$ cat config.mk
export PLATFORM = sky130hd
export DESIGN_NAME = morph_window_ctrl
export DESIGN_NICKNAME = d
export VERILOG_FILES = /design/src/rtl/morph_pkg.sv /design/src/rtl/raster_counter.sv /design/src/rtl/morph_window_ctrl.sv
export SDC_FILE = /design/constraint.sdc
export NUM_CORES = 1
export LEC_CHECK = 0
export ABC_CLOCK_PERIOD_IN_PS = 4200
export BUFFER_PORTS_ARGS = -buffer_cell sky130_fd_sc_hd__buf_2
export CORE_UTILIZATION = 29
export CTS_BUF_LIST = sky130_fd_sc_hd__clkbuf_8
export DETAILED_ROUTE_END_ITERATION = 6
export PLACE_DENSITY = 0.46
export SKIP_LAST_GASP = 1
export SYNTH_ARGS = -nofsm -noshare
export SYNTH_HDL_FRONTEND = slang
export SYNTH_SLANG_ARGS = --single-unit
$ cat constraint.sdc
create_clock -name clk -period 4.2 [get_ports clk]
set_input_delay 0.42 -clock clk [delete_from_list [all_inputs] [get_ports clk]]
set_output_delay 0.42 -clock clk [all_outputs]
set_load 0.005 [all_outputs]
$ cat src/rtl/morph_pkg.sv
// morph_pkg: shared state encoding, pad value and window tap masks for the morphology window controller
package morph_pkg;
  typedef logic [1:0] state_t;
  localparam state_t ST_IDLE  = 2'd0;
  localparam state_t ST_FILL  = 2'd1;
  localparam state_t ST_RUN   = 2'd2;
  localparam state_t ST_FLUSH = 2'd3;
  localparam logic [9:0] PAD_VALUE = 10'h3FF;
  localparam logic [8:0] TAPS_TOP   = 9'b000_000_111;
  localparam logic [8:0] TAPS_BOT   = 9'b111_000_000;
  localparam logic [8:0] TAPS_LEFT  = 9'b001_001_001;
  localparam logic [8:0] TAPS_RIGHT = 9'b100_100_100;
  function automatic logic [8:0] edge_mask(input logic top, input logic bot, input logic left, input logic right);
    return (top ? TAPS_TOP : 9'd0) | (bot ? TAPS_BOT : 9'd0) | (left ? TAPS_LEFT : 9'd0) | (right ? TAPS_RIGHT : 9'd0);
  endfunction
endpackage

$ cat src/rtl/raster_counter.sv
// raster_counter: tracks the (cy,cx) coordinate of the next window centre in raster order
module raster_counter #(
  parameter int IMG_W = 640,
  parameter int IMG_H = 480,
  parameter int XW = $clog2(IMG_W),
  parameter int YW = $clog2(IMG_H)
) (
  input  logic          clk,
  input  logic          rst,
  input  logic          clr_i,
  input  logic          step_i,
  output logic [XW-1:0] cx_o,
  output logic [YW-1:0] cy_o,
  output logic          eol_o,
  output logic          eof_o
);
  logic [XW-1:0] cx_q;
  logic [YW-1:0] cy_q;
  assign cx_o  = cx_q;
  assign cy_o  = cy_q;
  assign eol_o = cx_q == XW'(IMG_W - 1);
  assign eof_o = eol_o && cy_q == YW'(IMG_H - 1);
  always_ff @(posedge clk or posedge rst) begin
    if (rst) begin
      cx_q <= '0;
      cy_q <= '0;
    end else if (clr_i) begin
      cx_q <= '0;
      cy_q <= '0;
    end else if (step_i) begin
      cx_q <= eol_o ? '0 : cx_q + 1'b1;
      cy_q <= eof_o ? '0 : eol_o ? cy_q + 1'b1 : cy_q;
    end
  end
endmodule

$ cat src/rtl/morph_window_ctrl.sv
// morph_window_ctrl: sequences line-buffer shifts, pad flushing and 3x3 window valid/mask for a raster morphology filter
module morph_window_ctrl
  import morph_pkg::*;
#(
  parameter int IMG_W    = 640,
  parameter int IMG_H    = 480,
  parameter int PIPE_LAT = 2
) (
  input  logic       clk,
  input  logic       rst,
  input  logic       in_valid,
  input  logic       in_sof,
  output logic       in_ready,
  output logic       lb_clken,
  output logic       pad_sel,
  output logic       win_valid,
  output logic [8:0] win_mask,
  output logic       out_valid,
  output logic       out_sof,
  output logic       out_eol,
  output logic       out_eof,
  output logic       busy,
  output logic       frame_err
);
  localparam int CW = $clog2(IMG_W * IMG_H + IMG_W + 2);
  localparam int XW = $clog2(IMG_W);
  localparam int YW = $clog2(IMG_H);
  localparam logic [CW-1:0] FILL_END   = CW'(IMG_W + 2);
  localparam logic [CW-1:0] LAST_PIX   = CW'(IMG_W * IMG_H);
  localparam logic [CW-1:0] LAST_SHIFT = CW'(IMG_W * IMG_H + IMG_W + 1);

  state_t        state_q, state_d;
  logic [CW-1:0] cnt_q, cnt_d;
  logic          accept, in_frame, start, restart, centre;
  logic          win_valid_q, frame_err_q;
  logic [8:0]    win_mask_q;
  logic [2:0]    flags_q;
  logic [3:0]    pipe_q [PIPE_LAT];
  logic [XW-1:0] cx;
  logic [YW-1:0] cy;
  logic          eol, eof;

  assign in_ready = state_q != ST_FLUSH;
  assign pad_sel  = state_q == ST_FLUSH;
  assign busy     = state_q != ST_IDLE;
  assign accept   = in_valid & in_ready;
  assign in_frame = state_q == ST_FILL || state_q == ST_RUN;
  assign start    = accept & in_sof & (state_q == ST_IDLE);
  assign restart  = accept & in_sof & in_frame;
  assign lb_clken = pad_sel | start | (accept & in_frame);
  assign cnt_d    = (start | restart) ? CW'(1) : lb_clken ? cnt_q + 1'b1 : cnt_q;
  // Shift n puts centre n-(IMG_W+2) into the window; a (re)start shift never does.
  assign centre   = lb_clken & ~(start | restart) & (cnt_d >= FILL_END);

  always_comb begin
    state_d = state_q;
    if (start | restart) state_d = ST_FILL;
    else if (state_q == ST_FILL && accept && cnt_d == FILL_END) state_d = ST_RUN;
    else if (state_q == ST_RUN && accept && cnt_d == LAST_PIX) state_d = ST_FLUSH;
    else if (state_q == ST_FLUSH && cnt_d == LAST_SHIFT) state_d = ST_IDLE;
  end

  raster_counter #(.IMG_W(IMG_W), .IMG_H(IMG_H), .XW(XW), .YW(YW)) u_raster (
    .clk   (clk),
    .rst   (rst),
    .clr_i (start | restart),
    .step_i(centre),
    .cx_o  (cx),
    .cy_o  (cy),
    .eol_o (eol),
    .eof_o (eof)
  );

  always_ff @(posedge clk or posedge rst) begin
    if (rst) begin
      state_q     <= ST_IDLE;
      cnt_q       <= '0;
      win_valid_q <= 1'b0;
      win_mask_q  <= '0;
      flags_q     <= '0;
      frame_err_q <= 1'b0;
    end else begin
      state_q     <= state_d;
      cnt_q       <= cnt_d;
      win_valid_q <= centre;
      win_mask_q  <= centre ? edge_mask(cy == '0, cy == YW'(IMG_H - 1), cx == '0, eol) : '0;
      flags_q     <= centre ? {cx == '0 && cy == '0, eol, eof} : '0;
      frame_err_q <= restart;
    end
  end

  always_ff @(posedge clk or posedge rst) begin
    if (rst) begin
      for (int i = 0; i < PIPE_LAT; i++) pipe_q[i] <= '0;
    end else begin
      pipe_q[0] <= {win_valid_q, flags_q};
      for (int i = 1; i < PIPE_LAT; i++) pipe_q[i] <= pipe_q[i-1];
    end
  end

  assign win_valid = win_valid_q;
  assign win_mask  = win_mask_q;
  assign frame_err = frame_err_q;
  assign {out_valid, out_sof, out_eol, out_eof} = pipe_q[PIPE_LAT-1];
endmodule
==> metrics <==
worst setup path startpoint=state_q[0]; Vias/cell=5.05; Final min period=approximately 3900 ps; Synth cell types=54; Critical Path Fanout Max=20; Worst Clk Skew=15.8 ps; yosys warns=0; Startpoint Class=flop; routed wire length=7150 um; DR DRC count=0; Global Route Usage Sum=a little over an eighth; Setup crit end kind=flop; synthesis-to-finish area growth=12.2%; post-cts sizing count=0; worst setup path class=flop to flop; Longest Clk Path Bufs=2; synthesized cell area=3180 um2; vias in the first global route=2525; fmax=0.255 GHz; post-synthesis sequential area ratio=47.2%; Starting Density=30.4%; CTS tree=built; Die X-Extent=107 um; FF/Latch Area=1500 um2; gpl congestion=about 0.83; Primary FF master, synth=dfrtp_1; postcts setup bufs=0; H-tree levels=3; diodes inserted=0; status=completed; Hold Path Class=input pin to asynchronous set/reset pin; core footprint=10500 um2; fillcell total=1105; RSZ-0062 raised after global routing=no; DR vias=2499; row count=37; Finished Layout Cells=495; leakage=between 1.5 and 2 nW; Seq cells post-synth=60; grt ovf=0; Arr. time, crit path=4140 ps; EDFF count, synth=0; clock root buffer=clkbuf_8; Placed Cells=479; Pwr Density=325 nW/um2; Worst slew margin=between 60% and 70%; Die Y=107 um; launching point of the worst reg2reg path=state_q[0]; # IOs=23; total power=1.16 mW; Post-synth ARST share=100%; WL/cell=between 10 and 15 um; final hold slack=around 100 ps; DP HPWL=4960 um; drt first-iter violations=89; WP data required=between 4000 and 5000 ps; Skew-Pair Late Insertion Delay=340 ps; CTS Buf Count=9; final setup fails=0; slew at the pin closest to its max-slew limit=around 580 ps; clk slew on worst S/H paths=roughly 90 ps; max-cap violations=0; die area=11400 um2; syn avg cell area=around 9.6 um2; DR pass1 iterations=4; maximum vdd drop=roughly 110 uV; initial antenna violation count=0; Post-CTS Hold Buffers=0; final hold vios=0; fin crit share=93.2%; fin. max-slew vios=0; IO buf count=21; layout net count=367; Synth Net Count=346; largest net degree at the start of global routing=38; cells after synthesis=333; clk sinks=60; area of the multi-input gates=1490 um2; layout cells sized above 1=between 15 and 20%; Routed Antenna Nets=0; first-pass GRT wire length=12200 um; setup TNS=0 ps
Yosys cell counts, types with 2 or more instances:
library cell	instances	area (um2)
buf_6	3	33.8
o22ai_1	2	12.5
nand4_1	7	43.8
or4b_1	2	20.0
o21ai_1	5	25.0
inv_1	24	90.1
buf_4	5	37.5
o211ai_1	3	22.5
mux2i_1	3	30.0
or3_1	11	68.8
o21ai_2	4	35.0
nand2_1	21	78.8
a21oi_2	5	43.8
nor3_1	10	50.1
xor2_1	3	26.3
o31a_1	3	26.3
or2_2	2	12.5
nor4b_1	2	17.5
dfrtp_1	60	1500
o21ai_0	13	65.1
nor2_1	29	109
nand3_1	16	80.1
xnor2_1	6	52.6
o31ai_1	5	37.5
nor4_1	12	75.1
or4_1	7	52.6
or3b_2	2	17.5
clkbuf_1	6	22.5
and3_1	5	31.3
nand3b_1	2	15.0
buf_2	3	15.0
a21oi_1	22	110
ha_1	9	113
through the flow:
step	utilization [%]	instance area [um2]	setup slack [ps]
after CTS	34.1	3570	255
after floorplan	-	3180	781
after detailed placement	32.5	3400	264
after global routing	34.1	3570	18.9
final	34.1	3570	285
after global placement	32.5	3400	348
routing by layer:
layer | vias up | wire, um | track usage, %
li1 | 1248 | - | -
met1 | 1197 | 3460 | 17.8
met2 | 46 | 3300 | 21.5
met3 | 8 | 275 | 3.16
met4 | 0 | 105 | 6.26
met5 | - | 0 | 0
cells by family (layout without fill, tap and decap cells):
group	Yosys count	after routing	synth area share, %
flip-flops	60	60	47.2
adder cells (fa/ha/maj)	9	9	3.54
AND/OR/NAND/NOR	133	133	22.2
buffers and inverters	41	67	6.25
other	1	1	0.118
multiplexers	3	3	0.943
XOR/XNOR	9	9	2.48
AO/OA/AOI/OAI	77	77	17.3
final timing paths:
path                                     to  slack [ps]  depth (start not counted)
max                        u_raster.cy_o[8]         290                         10
min                             win_mask[3]         100                          2
max reg2reg                u_raster.cy_o[8]         290                         10
min reg2reg                         out_eof         350                          0
max in group asynchronous          cnt_q[6]        3200                          3
min in group clk                    out_eof         350                          0
worst max-delay path: stages, from the launching register on:
cell      delay, ps
dfrtp_1         390
ha_1            410
o21ai_1         210
or4_1           720
o31a_1          300
or4_1           510
a221o_2         450
o311ai_4        280
buf_4           280
o311ai_0        160
o41ai_1          90
registers in the layout, indices dropped and copies added, names as in the netlist:
register	count
win_mask	7
out_eof	1
cnt_q	19
out_sof	1
u_raster.cx_o	10
flags_q	3
frame_err	1
out_eol	1
u_raster.cy_o	9
pipe_q	4
out_valid	1
state_q	2
win_valid	1
cell usage in the layout, fill, tap and decap left out, types with 3 or more instances in the layout:
master,synthesis,layout
dfrtp_1,60,60
nor2_1,29,28
inv_1,24,23
a21oi_1,22,22
nand2_1,21,21
buf_2,3,21
nand3_1,16,16
o21ai_0,13,13
nor4_1,12,12
or3_1,11,11
nor3_1,10,10
ha_1,9,9
clkbuf_8,0,9
nand4_1,7,7
or4_1,7,7
xnor2_1,6,6
buf_4,5,6
o21ai_1,5,5
and3_1,5,5
o31ai_1,5,5
a21oi_2,5,5
o21ai_2,4,4
o31a_1,3,3
mux2i_1,3,3
o211ai_1,3,3
xor2_1,3,3
power by group:
| part | internal, mW | switching, mW | leakage (nW) |
|---|---|---|---|
| Sequential | 0.588 | 0.0155 | 0.827 |
| Clock | 0.216 | 0.258 | 0.0856 |
| Combinational | 0.0296 | 0.0543 | 0.616 |
final cells by class:
type                    count  share of cell area [%]
clock inverters             7                    1.44
repair buffers             27                    4.20
inverters                  24                    2.52
well taps                 136                    4.76
flip-flops and latches     60                    42.0
multi-input cells         232                    41.6
clock buffers               9                    3.47
Note: power is estimated with default switching activity, not from simulation.
